### config.mk
export PLATFORM = sky130hd
export DESIGN_NAME = mmio_uart_tx
export DESIGN_NICKNAME = d
export VERILOG_FILES = /design/src/rtl/mmio_uart_tx.sv
export SDC_FILE = /design/constraint.sdc
export NUM_CORES = 1
export LEC_CHECK = 0
export BUFFER_PORTS_ARGS = -buffer_cell sky130_fd_sc_hd__buf_2
export CELL_PAD_IN_SITES_DETAIL_PLACEMENT = 1
export CELL_PAD_IN_SITES_GLOBAL_PLACEMENT = 1
export CORE_ASPECT_RATIO = 1.4
export CORE_MARGIN = 3
export CORE_UTILIZATION = 41
export CTS_BUF_LIST = sky130_fd_sc_hd__clkbuf_4
export CTS_CLUSTER_SIZE = 30
export DETAILED_ROUTE_END_ITERATION = 10
export GPL_TIMING_DRIVEN = 1
export PLACE_DENSITY_LB_ADDON = 0.1
export RECOVER_POWER = 50
export SLEW_MARGIN = 5
export SYNTH_ARGS = -nofsm -noshare
export SYNTH_HDL_FRONTEND = slang
export SYNTH_SLANG_ARGS = --single-unit
### constraint.sdc
create_clock -name clk -period 3.1 [get_ports clk]
set_input_delay 0.62 -clock clk [delete_from_list [all_inputs] [get_ports clk]]
set_output_delay 0.62 -clock clk [all_outputs]
set_load 0.02 [all_outputs]
### src/rtl/mmio_uart_tx.sv
// Memory-mapped 8N1 UART transmitter with a small TX FIFO and a pollable STATUS word.
// Define UART_TX_PARITY_EN to insert an even-parity bit between the data bits and the stop bit.
module mmio_uart_tx #(
    parameter logic [31:0] BASE_ADDR    = 32'h0000_0400,
    parameter int unsigned CLKS_PER_BIT = 868,
    parameter int unsigned FIFO_DEPTH   = 4
) (
    input  logic        clk,
    input  logic        reset,
    input  logic        mem_write,
    input  logic [31:0] data_adr,
    input  logic [31:0] write_data,
    output logic [31:0] read_data,
    output logic        tx,
    output logic        busy
);

    localparam int unsigned BAUD_W = (CLKS_PER_BIT > 1) ? $clog2(CLKS_PER_BIT) : 1;
    localparam int unsigned PTR_W  = $clog2(FIFO_DEPTH);
    localparam int unsigned CNT_W  = PTR_W + 1;
    localparam logic [BAUD_W-1:0] BAUD_LAST   = BAUD_W'(CLKS_PER_BIT - 1);
    localparam logic [CNT_W-1:0]  CNT_FULL    = CNT_W'(FIFO_DEPTH);
    localparam logic [31:0]       STATUS_ADDR = BASE_ADDR + 32'd4;
`ifdef UART_TX_PARITY_EN
    localparam logic PARITY_FLAG = 1'b1;
`else
    localparam logic PARITY_FLAG = 1'b0;
`endif

    typedef enum logic [2:0] {
        S_IDLE,
        S_START,
        S_DATA,
`ifdef UART_TX_PARITY_EN
        S_PARITY,
`endif
        S_STOP
    } state_t;

    state_t            state, state_nxt;
    logic [BAUD_W-1:0] baud_cnt, baud_nxt;
    logic [2:0]        bit_idx, bit_nxt;
    logic [7:0]        shift, shift_nxt;
    logic              tx_nxt;
    logic [7:0]        fifo_mem [FIFO_DEPTH];
    logic [PTR_W-1:0]  rd_ptr, wr_ptr;
    logic [CNT_W-1:0]  count, count_nxt;
    logic              overflow, overflow_nxt;
    logic              pop_c, push_c, push_ok_c, clear_c, baud_done_c;
    logic              unused;

    assign unused = &{1'b0, write_data[31:8]};

    assign baud_done_c = (baud_cnt == BAUD_LAST);
    assign push_c      = mem_write && (data_adr == BASE_ADDR);
    assign clear_c     = mem_write && (data_adr == STATUS_ADDR) && write_data[3];
    assign push_ok_c   = push_c && ((count < CNT_FULL) || pop_c);

    // Next-state and serializer datapath
    always_comb begin
        state_nxt = state;
        tx_nxt    = tx;
        baud_nxt  = baud_cnt;
        bit_nxt   = bit_idx;
        shift_nxt = shift;
        pop_c     = 1'b0;
        unique case (state)
            S_IDLE: begin
                if (count != '0) begin
                    pop_c     = 1'b1;
                    shift_nxt = fifo_mem[rd_ptr];
                    tx_nxt    = 1'b0;
                    baud_nxt  = '0;
                    state_nxt = S_START;
                end
            end
            S_START: begin
                if (baud_done_c) begin
                    baud_nxt  = '0;
                    bit_nxt   = 3'd0;
                    tx_nxt    = shift[0];
                    state_nxt = S_DATA;
                end else begin
                    baud_nxt = baud_cnt + BAUD_W'(1);
                end
            end
            S_DATA: begin
                if (baud_done_c) begin
                    baud_nxt = '0;
                    if (bit_idx == 3'd7) begin
`ifdef UART_TX_PARITY_EN
                        tx_nxt    = ^shift;
                        state_nxt = S_PARITY;
`else
                        tx_nxt    = 1'b1;
                        state_nxt = S_STOP;
`endif
                    end else begin
                        bit_nxt = bit_idx + 3'd1;
                        tx_nxt  = shift[bit_nxt];
                    end
                end else begin
                    baud_nxt = baud_cnt + BAUD_W'(1);
                end
            end
`ifdef UART_TX_PARITY_EN
            S_PARITY: begin
                if (baud_done_c) begin
                    baud_nxt  = '0;
                    tx_nxt    = 1'b1;
                    state_nxt = S_STOP;
                end else begin
                    baud_nxt = baud_cnt + BAUD_W'(1);
                end
            end
`endif
            S_STOP: begin
                if (baud_done_c) begin
                    baud_nxt = '0;
                    // Chain straight into the next start bit so queued frames leave no gap
                    if (count != '0) begin
                        pop_c     = 1'b1;
                        shift_nxt = fifo_mem[rd_ptr];
                        tx_nxt    = 1'b0;
                        state_nxt = S_START;
                    end else begin
                        state_nxt = S_IDLE;
                    end
                end else begin
                    baud_nxt = baud_cnt + BAUD_W'(1);
                end
            end
            default: state_nxt = S_IDLE;
        endcase
    end

    // FIFO occupancy and sticky overflow; a drop sets it even if a clear arrives
    always_comb begin
        unique case ({push_ok_c, pop_c})
            2'b10:   count_nxt = count + CNT_W'(1);
            2'b01:   count_nxt = count - CNT_W'(1);
            default: count_nxt = count;
        endcase
        overflow_nxt = overflow;
        if (push_c && !push_ok_c) begin
            overflow_nxt = 1'b1;
        end else if (clear_c) begin
            overflow_nxt = 1'b0;
        end
    end

    always_ff @(posedge clk) begin
        if (reset) begin
            state    <= S_IDLE;
            tx       <= 1'b1;
            baud_cnt <= '0;
            bit_idx  <= '0;
            shift    <= '0;
            rd_ptr   <= '0;
            wr_ptr   <= '0;
            count    <= '0;
            overflow <= 1'b0;
            busy     <= 1'b0;
        end else begin
            state    <= state_nxt;
            tx       <= tx_nxt;
            baud_cnt <= baud_nxt;
            bit_idx  <= bit_nxt;
            shift    <= shift_nxt;
            count    <= count_nxt;
            overflow <= overflow_nxt;
            busy     <= (state_nxt != S_IDLE) || (count_nxt != '0);
            if (pop_c) begin
                rd_ptr <= rd_ptr + PTR_W'(1);
            end
            if (push_ok_c) begin
                wr_ptr <= wr_ptr + PTR_W'(1);
            end
        end
    end

    always_ff @(posedge clk) begin
        if (push_ok_c) begin
            fifo_mem[wr_ptr] <= write_data[7:0];
        end
    end

    always_comb begin
        read_data = '0;
        if (data_adr == STATUS_ADDR) begin
            read_data[0]   = (count == CNT_FULL);
            read_data[1]   = (count == '0);
            read_data[2]   = (state != S_IDLE);
            read_data[3]   = overflow;
            read_data[8:4] = 5'(count);
            read_data[9]   = PARITY_FLAG;
        end
    end

endmodule

==> flow_summary.yaml, run 1 <==
drt:
  route.detailed.drc: 0
  drtPass1Iterations: 4
  final_antenna_net_count: 0
  avgRoutedWirePerCell_um: 14.43
  drt_wl_total_mm: 6.567
  vias: 2176
  vias_per_cell: 4.782
  drt_iter0_markers: 45
hold_path:
  hp-class: "in2reg"
  min-delay-start: "write_data[1]"
  worstHoldEndpoint: "fifo_mem[0][1]"
  whs_path_depth: 1
pwr:
  combPwrFrac: 0.048
  power_frac_clock: 0.330
  switching_share: 0.2535
  worst_ir_drop_vdd_v: 0.0003257
  powerDensity_nw_per_um2: 404.7
  switchingPower_uw: 382.5
  seqPwrFrac: 0.622
  p_leak_uw: 0.001383
  p_int_uw: 1126
finish:
  n_fill_cell: 907
  fin_util: 0.4782
  fin_area_sq_um: 3729
  multi_input_area_sq_um: 1438
  layout-drive-gt1-share: 0.2507
  area_growth_syn_to_layout_pct: 12.62
  fin_nets: 426
  fin_cells: 455
  regArea_sq_um: 1682
  antenna_cells: 0
synth:
  synth_area_sq_um: 3311
  synth-edff-count: 32
  yosysUniqueCellTypes: 54
  async_flop_share: 0
  synth_seq_cells: 68
  syn_area_per_cell_sq_um: 11.58
  syn_inst: 286
  yosysSeqAreaShare: 0.5079
  ys.warnings.count: 0
  synth_ff_type: "dfxtp_1"
critical_path:
  rrSetupSlack_ns: 0.29
  r2r-start: "baud_cnt[0]"
  r2r_end: "busy"
  worstPathArrival_ns: 3.10
  start_kind: "register"
  critPathKind: "reg2reg"
  reg2reg_depth: 13
  end_kind: "register"
  cp_max_fo: 4
  crit_required_ns: 3.39
die:
  rows: 38
  die_y_um: 112.3
  io_pins: 101
  fp.dieW_um: 81.95
  dieArea_sq_um: 9204
  coreArea_sq_um: 7797
  initial_utilization: 0.4246
sta:
  clock_skew_ns: 0.01244
  worst_pin_slew_ns: 0.7944
  finalSetupViolations: 0
  finalHoldViolCount: 0
  period_share: 0.9058
  period_minus_slack_ns: 2.808
  max_freq_ghz: 0.3561
  setup_slack_ns: 0.2919
  rsz0062_at_grt: "false"
  tns_ns: 0
  slew_viol_final: 0
  max_slew_margin: 0.4693
cts:
  clock_latency_ns: 0.42
  cts_buffer_depth: 2
  cts_resized: 0
  tritoncts: "built"
  numCtsBuffers: 9
  cts-root-buf: "clkbuf_4"
  clock-sinks: 68
  hold_buffers: 0
  htree_levels: 3
  clk_pin_slew_ns: 0.12
place:
  dpl.hpwl_mm: 5.122
  routabilityCongestion: 0.7227
  port_buffers: 51
  dp.cells: 439
  placed_cell_area_sq_um: 3646
  dp_worst_setup_slack_ns: 0.005428
grt:
  antenna_found_initial: 0
  grt_pass1_vias: 2297
  grt_max_degree: 29
  grt_pass1_wl_mm: 11.20
  grt_usage: 0.1593
  grt_remaining_overflow: 0
run:
  maxCapViolCount: 0
status:
  status: "completed"
-- cells in the final DEF (no fill, tap or decap), types with 3 or more instances in the layout --
cell type / count
a21oi_1: 14
and2_1: 7
buf_2: 41
buf_4: 10
clkbuf_1: 11
clkbuf_4: 9
clkinvlp_4: 3
conb_1: 26
dfxtp_1: 36
edfxtp_1: 32
ha_1: 8
inv_1: 10
mux2i_1: 10
mux4_2: 10
nand2_1: 15
nand2b_1: 6
nand4_1: 7
nor2_1: 29
nor3_1: 5
nor4_1: 9
or2_2: 3
xnor2_1: 5
xor2_1: 9
-- what timing repair did --
action	CTS	global route
setup buffers	0	0
hold endpoints to repair	0	0
setup endpoints to repair	0	1
-- layout make-up --
cell class | instances | area share
well taps | 100 | 0.03356
repair buffers | 62 | 0.08624
clock buffers | 9 | 0.01812
clock inverters | 7 | 0.01409
flip-flops and latches | 68 | 0.4510
multi-input cells | 198 | 0.3856
inverters | 11 | 0.01141
-- through the flow --
stage                     power, uW  hold WS, ns
after floorplan                1024       0.4337
after global placement         1032       0.4446
after detailed placement       1034       0.4520
after CTS                      1542       0.3801
after global routing           1593       0.4166
final                          1509       0.4571
-- flip-flops by register name (all words and copies together) (netlist names), named ones only --
name	flops
baud_cnt	10
bit_idx	3
busy	1
count	3
fifo_mem	32
overflow	1
rd_ptr	2
shift	8
state	3
tx	1
wr_ptr	2
-- synthesized netlist by cell type (all sizes together), types with 2 or more instances --
master | instances | share of area
or2 | 3 | 0.0057
inv | 10 | 0.011
o41ai | 2 | 0.011
nand2b | 6 | 0.011
nor2 | 29 | 0.033
a21oi | 14 | 0.021
nor3 | 6 | 0.014
ha | 8 | 0.030
clkbuf | 7 | 0.0079
xnor2 | 5 | 0.013
o21ai | 3 | 0.0045
or3 | 3 | 0.0072
nor4 | 10 | 0.021
nand4 | 7 | 0.013
and2 | 7 | 0.013
nand2 | 15 | 0.017
xor2 | 9 | 0.024
nand3b | 4 | 0.014
buf | 27 | 0.059
nand4b | 2 | 0.0072
edfxtp | 32 | 0.29
a2111oi | 2 | 0.0072
mux2 | 2 | 0.0068
nand3 | 2 | 0.0030
mux2i | 10 | 0.030
dfxtp | 36 | 0.22
mux4 | 10 | 0.068
-- cell families after synthesis --
kind of cell             Yosys count  share of synthesized area
AO/OA/AOI/OAI                     28                    0.06236
AND/OR/NAND/NOR                   99                     0.1704
multiplexers                      22                     0.1051
adder cells (fa/ha/maj)            9                    0.03628
other                              1                   0.001133
flip-flops                        68                     0.5079
buffers and inverters             45                    0.07975
XOR/XNOR                          14                    0.03704
-- power by group through the flow --
stage	combinational, uW	clock (uW)	sequential (uW)
after floorplan	64.3	0	959
after global placement	73.3	0	959
after detailed placement	74.5	0	959
after CTS	74.6	529	939
after global routing	81.2	572	939
final	72.7	497	939
-- worst max path at each step --
stage | start | endpoint | slack, ns | cells after the start
2_1_floorplan | data_adr[8] | busy | 0.24 | 13
3_3_place_gp | data_adr[8] | busy | 0.03 | 14
3_5_place_dp | data_adr[8] | busy | 0.005 | 14
4_1_cts | baud_cnt[0] | busy | 0.1 | 13
5_1_grt | baud_cnt[0] | busy | 0.07 | 13
6_report | baud_cnt[0] | busy | 0.29 | 13
-- per-layer routing --
metal	routed length, um	share of wire	track usage
met2	3630	0.55	0.2806
met4	107	0.016	0.05322
met5	0	0	0
met1	2638	0.40	0.1805
met3	191	0.029	0.04494
-- critical path: stages (launching register included) --
cell and delay (ns):
dfxtp_1 0.42, ha_1 0.22, nand4b_1 0.20, o41ai_4 0.32, nand3b_2 0.13, clkinv_2 0.07
ha_1 0.18, inv_1 0.06, fa_1 0.37, xnor2_1 0.23, xnor2_1 0.15, nand4b_1 0.11
a21oi_1 0.17, nor2_1 0.06
Power figures use the tool's default switching activity.
==> inputs of run 2 (changes only) <==
- CORE_ASPECT_RATIO: 1.4 -> default
==> run 2 against run 1 <==
Global-route usage barely moved; maximum frequency fell by 1.7%; register-to-register slack got worse by 0.05 ns; via count rose by 1.2%; largest cell class unchanged; largest power group unchanged.
==> flow_summary.yaml, run 2 (synthesized netlist as in run 1, its figures left out) <==
finish:
  antenna_cells: 0
  top_register: "fifo_mem"
  area_growth_syn_to_layout_pct: 13.30
  fin_nets: 423
  fin_util: 0.4829
  fin_area_sq_um: 3751
  final_common_cell: "buf_2"
  largest_reg_flops: 32
  layout-drive-gt1-share: 0.2528
  mostFrequentLayoutCells: "buf_2 (41), dfxtp_1 (36), edfxtp_1 (32)"
  layout_top_registers: "fifo_mem: 32 flops, baud_cnt: 10 flops, shift: 8 flops"
  fin_cells: 454
status:
  status: "completed"
place:
  routabilityCongestion: 0.7045
  dpl.hpwl_mm: 4.962
  dp_worst_setup_slack_ns: 0.05762
  port_buffers: 51
  dp.cells: 438
  placed_cell_area_sq_um: 3626
cts:
  tritoncts: "built"
  cts_buffer_depth: 2
  postCtsSetupRepairBufs: 0
  clock_latency_ns: 0.42
  numCtsBuffers: 9
  clock-sinks: 68
  htree_levels: 3
  clk_pin_slew_ns: 0.14
  cts-root-buf: "clkbuf_4"
die:
  fp.dieW_um: 95.86
  initial_utilization: 0.4262
  coreArea_sq_um: 7767
  io_pins: 101
  rows: 32
  dieArea_sq_um: 9189
  die_y_um: 95.86
sta:
  rsz0062_at_grt: "false"
  slew_viol_final: 0
  max_freq_ghz: 0.3501
  finalHoldViolCount: 0
  max_slew_margin: 0.4298
  setup_slack_ns: 0.2434
  period_minus_slack_ns: 2.857
  period_share: 0.9215
  worst_pin_slew_ns: 0.8488
  finalSetupViolations: 0
  tns_ns: 0
  clock_skew_ns: 0.02326
critical_path:
  worstPathArrival_ns: 3.15
  start_kind: "register"
  cp.buffers_inverters: 2
  cp_max_fo: 5
  crit_required_ns: 3.39
  crit_slowest_cell: "or3_4"
  critPathKind: "reg2reg"
  crit_family: "simple AND/OR/NAND/NOR gates"
  end_kind: "register"
  cpPeakStageDelay_ns: 0.42
  worstPathCellList: "or3_4, o41ai_4, nand3b_2, clkinv_2, ha_1, inv_1, fa_1, xnor2_2, xnor2_1, nand4b_1, a21oi_1, nor2_1"
drt:
  drtPass1Iterations: 4
  route.detailed.drc: 0
  vias: 2203
  final_antenna_net_count: 0
  vias_per_cell: 4.852
  drt_wl_total_mm: 6.642
  drt_iter0_markers: 37
  avgRoutedWirePerCell_um: 14.63
grt:
  grt_pass1_wl_mm: 11.11
  grt_usage: 0.1591
  grt_remaining_overflow: 0
  grt_pass1_vias: 2236
  grt_max_degree: 29
  antenna_found_initial: 0
pwr:
  powerDensity_nw_per_um2: 433.8
  seqPwrFrac: 0.578
  power_frac_clock: 0.378
  worst_ir_drop_vdd_v: 0.0003043
  p_leak_uw: 0.001421
  p_int_uw: 1216
  switching_share: 0.2527
  switchingPower_uw: 411.3
  combPwrFrac: 0.043
run:
  maxCapViolCount: 0
hold_path:
  hp-class: "in2reg"
[run 2: changes by cell type in the layout (fill, tap and decap cells not counted), sizes merged]
| cell | before | now |
|---|---|---|
| clkinvlp | 3 | 1 |
| buf | 51 | 48 |
| bufinv | 0 | 1 |
| clkinv | 4 | 3 |
| inv | 11 | 13 |
[run 2: worst register-to-register path, delay by kind of cell, from the launching register on]
family | cells | cell delay (ns)
AND/OR/NAND/NOR | 4 | 0.73
AO/OA/AOI/OAI | 2 | 0.56
adder cells (fa/ha/maj) | 2 | 0.60
XOR/XNOR | 2 | 0.32
flip-flops | 1 | 0.38
buffers and inverters | 2 | 0.14
[run 2: layout make-up]
cell class | instances | area (sq um)
tap | 102 | 127.6
inverter | 11 | 42.54
sequential | 68 | 1682
timing repair buffer | 59 | 299.0
clock inverter | 7 | 81.33
clock buffer | 9 | 67.56
multi-input combinational | 198 | 1451
fill | 872 | 4016
[run 2: power groups by stage]
stage | Sequential [uW] | Clock, uW | Combinational (uW)
final | 941 | 616 | 70.7
after CTS | 941 | 645 | 72.2
after floorplan | 959 | 0 | 64.3
after global placement | 961 | 0 | 70.3
after detailed placement | 961 | 0 | 72.2
after global routing | 942 | 682 | 79.7
[run 2: final timing paths]
check                                       to  slack, ns  cells past startpoint           from
worst max-delay path                      busy       0.24                     12    baud_cnt[3]
worst min-delay path            fifo_mem[2][2]       0.46                      1  write_data[2]
worst max register to register            busy       0.24                     12    baud_cnt[3]
worst min register to register      bit_idx[1]       0.47                      2     bit_idx[1]
[run 2: layer usage]
layer	up-vias	share of wire	GRT usage
met5	-	0	0
met4	0	0.0092	0.04739
met3	6	0.036	0.04691
met2	40	0.51	0.2693
met1	1056	0.44	0.1961
li1	1101	-	-
[run 2: through the flow]
stage	hold slack (ns)	total power (uW)
floorplan	0.4337	1024
global placement	0.4460	1032
detailed placement	0.4588	1034
CTS	0.3688	1659
global route	0.4267	1704
finish	0.4569	1627
[run 2: timing repair]
item / CTS / global route
endpoints found under the setup margin: 0 / 1
hold buffers: 0 / 0
resized for setup: 0 / 2
==> inputs of run 3 (changes only) <==
- CORE_MARGIN: 3 -> 5
==> run 3 against run 2 <==
Final area up 0.40%; sequential power about the same; clock-buffer cell count did not move; clock power barely moved; critical path type unchanged; critical endpoint unchanged; largest power group unchanged; highest routed layer unchanged.
==> flow_summary.yaml, run 3 (synthesized netlist as in run 1, its figures left out) <==
drt:
  vias: 2226
  final_antenna_net_count: 0
  drtPass1Iterations: 4
  drt_iter0_markers: 61
  drt_wl_total_mm: 6.837
  vias_per_cell: 4.892
  avgRoutedWirePerCell_um: 15.03
  route.detailed.drc: 0
finish:
  fin_cells: 455
  top_register: "fifo_mem"
  multi_input_area_sq_um: 1455
  layout-drive-gt1-share: 0.2606
  mostFrequentLayoutCells: "buf_2 (41), dfxtp_1 (35), edfxtp_1 (32)"
  regArea_sq_um: 1683
  antenna_cells: 0
  n_fill_cell: 873
  fin_nets: 424
  final_common_cell: "buf_2"
  fin_util: 0.4824
  largest_reg_flops: 32
  layout_top_registers: "fifo_mem: 32 flops, baud_cnt: 10 flops, shift: 8 flops"
  area_growth_syn_to_layout_pct: 13.76
hold_path:
  worstHoldEndpoint: "fifo_mem[1][2]"
  min-delay-start: "write_data[2]"
  hp-class: "in2reg"
  whs_path_depth: 1
sta:
  max_freq_ghz: 0.3423
  hold_ws_ns: 0.4527
  rsz0062_at_grt: "false"
  clock_skew_ns: 0.01465
  period_minus_slack_ns: 2.922
  slew_viol_final: 0
  finalHoldViolCount: 0
  worst_pin_slew_ns: 0.7466
  finalSetupViolations: 0
  tns_ns: 0
  period_share: 0.9425
  max_slew_margin: 0.4985
critical_path:
  start_kind: "register"
  end_kind: "register"
  crit_required_ns: 3.40
  r2r_end: "busy"
  reg2reg_depth: 12
  rrSetupSlack_ns: 0.18
  worstPathArrival_ns: 3.22
  critPathKind: "reg2reg"
  cp_max_fo: 5
  r2r-start: "baud_cnt[3]"
pwr:
  power_frac_clock: 0.380
  worst_ir_drop_vdd_v: 0.0002553
  switching_share: 0.2527
  p_leak_uw: 0.001428
  p_int_uw: 1219
  combPwrFrac: 0.043
  switchingPower_uw: 412.0
  power_uw: 1631
  seqPwrFrac: 0.577
  powerDensity_nw_per_um2: 432.9
die:
  rows: 32
  fp.dieW_um: 99.86
  initial_utilization: 0.4240
  die_y_um: 99.86
  coreArea_sq_um: 7807
  dieArea_sq_um: 9972
  io_pins: 101
cts:
  clock-sinks: 68
  cts-root-buf: "clkbuf_4"
  clk_pin_slew_ns: 0.13
  numCtsBuffers: 9
  tritoncts: "built"
  cts_buffer_depth: 2
  htree_levels: 3
  clock_latency_ns: 0.42
grt:
  grt_max_degree: 29
  grt_usage: 0.1451
  grt_pass1_wl_mm: 11.33
  antenna_found_initial: 0
  grt_remaining_overflow: 0
  grt_pass1_vias: 2328
status:
  status: "completed"
place:
  dpl.hpwl_mm: 5.102
  routabilityCongestion: 0.6979
  dp.cells: 438
  port_buffers: 51
run:
  maxCapViolCount: 0
==> run 3: routing by layer <==
| metal | track usage | wire length (um) |
|---|---|---|
| met5 | 0 | 0 |
| met4 | 0.05672 | 109 |
| met3 | 0.03614 | 223 |
| met2 | 0.2591 | 3607 |
| met1 | 0.1660 | 2897 |
==> run 3: through the flow <==
step	area (sq um)	setup slack, ns
floorplan	3405	0.2376
global placement	3626	0.006071
detailed placement	3626	-0.09645
CTS	3777	0.01236
global route	3766	0.002821
finish	3766	0.1782
==> run 3: how the worst max path moves through the flow <==
stage,startpoint,to,slack [ns]
after floorplan,data_adr[8],busy,0.24
after global placement,data_adr[8],busy,0.006
after detailed placement,data_adr[8],busy,-0.1
after CTS,baud_cnt[1],busy,0.01
after global routing,baud_cnt[1],busy,0.003
final,baud_cnt[3],busy,0.18
==> run 3: what timing repair did <==
item                       CTS  global route
setup buffers                0             1
setup endpoints to repair    0             1
gates resized for setup      0             4
hold buffers                 0             0
==> run 3: critical path, cell delays in order (launching register included) <==
cell and delay, ns:
dfxtp_2 0.37, or3_4 0.41, o41ai_4 0.42, nand3b_2 0.16, clkinv_2 0.07, ha_1 0.21, inv_1 0.07, fa_1 0.40
xnor2_2 0.17, xnor2_1 0.14, nand4b_1 0.15, a21oi_2 0.18, nor2_1 0.06
==> run 3: power by group through the flow <==
| stage | Combinational (uW) | Clock (uW) | Sequential [uW] |
|---|---|---|---|
| finish | 70.6 | 619 | 941 |
| CTS | 72.0 | 651 | 941 |
| floorplan | 64.3 | 0 | 959 |
| detailed placement | 71.8 | 0 | 961 |
| global route | 77.8 | 693 | 942 |
| global placement | 70.2 | 0 | 961 |
==> run 3: cell type report <==
type	instances	share of cell area
inverter	11	0.01130
timing repair buffer	60	0.08140
tap	102	0.03389
clock buffer	9	0.01794
multi-input combinational	198	0.3864
clock inverter	7	0.02226
sequential	68	0.4468
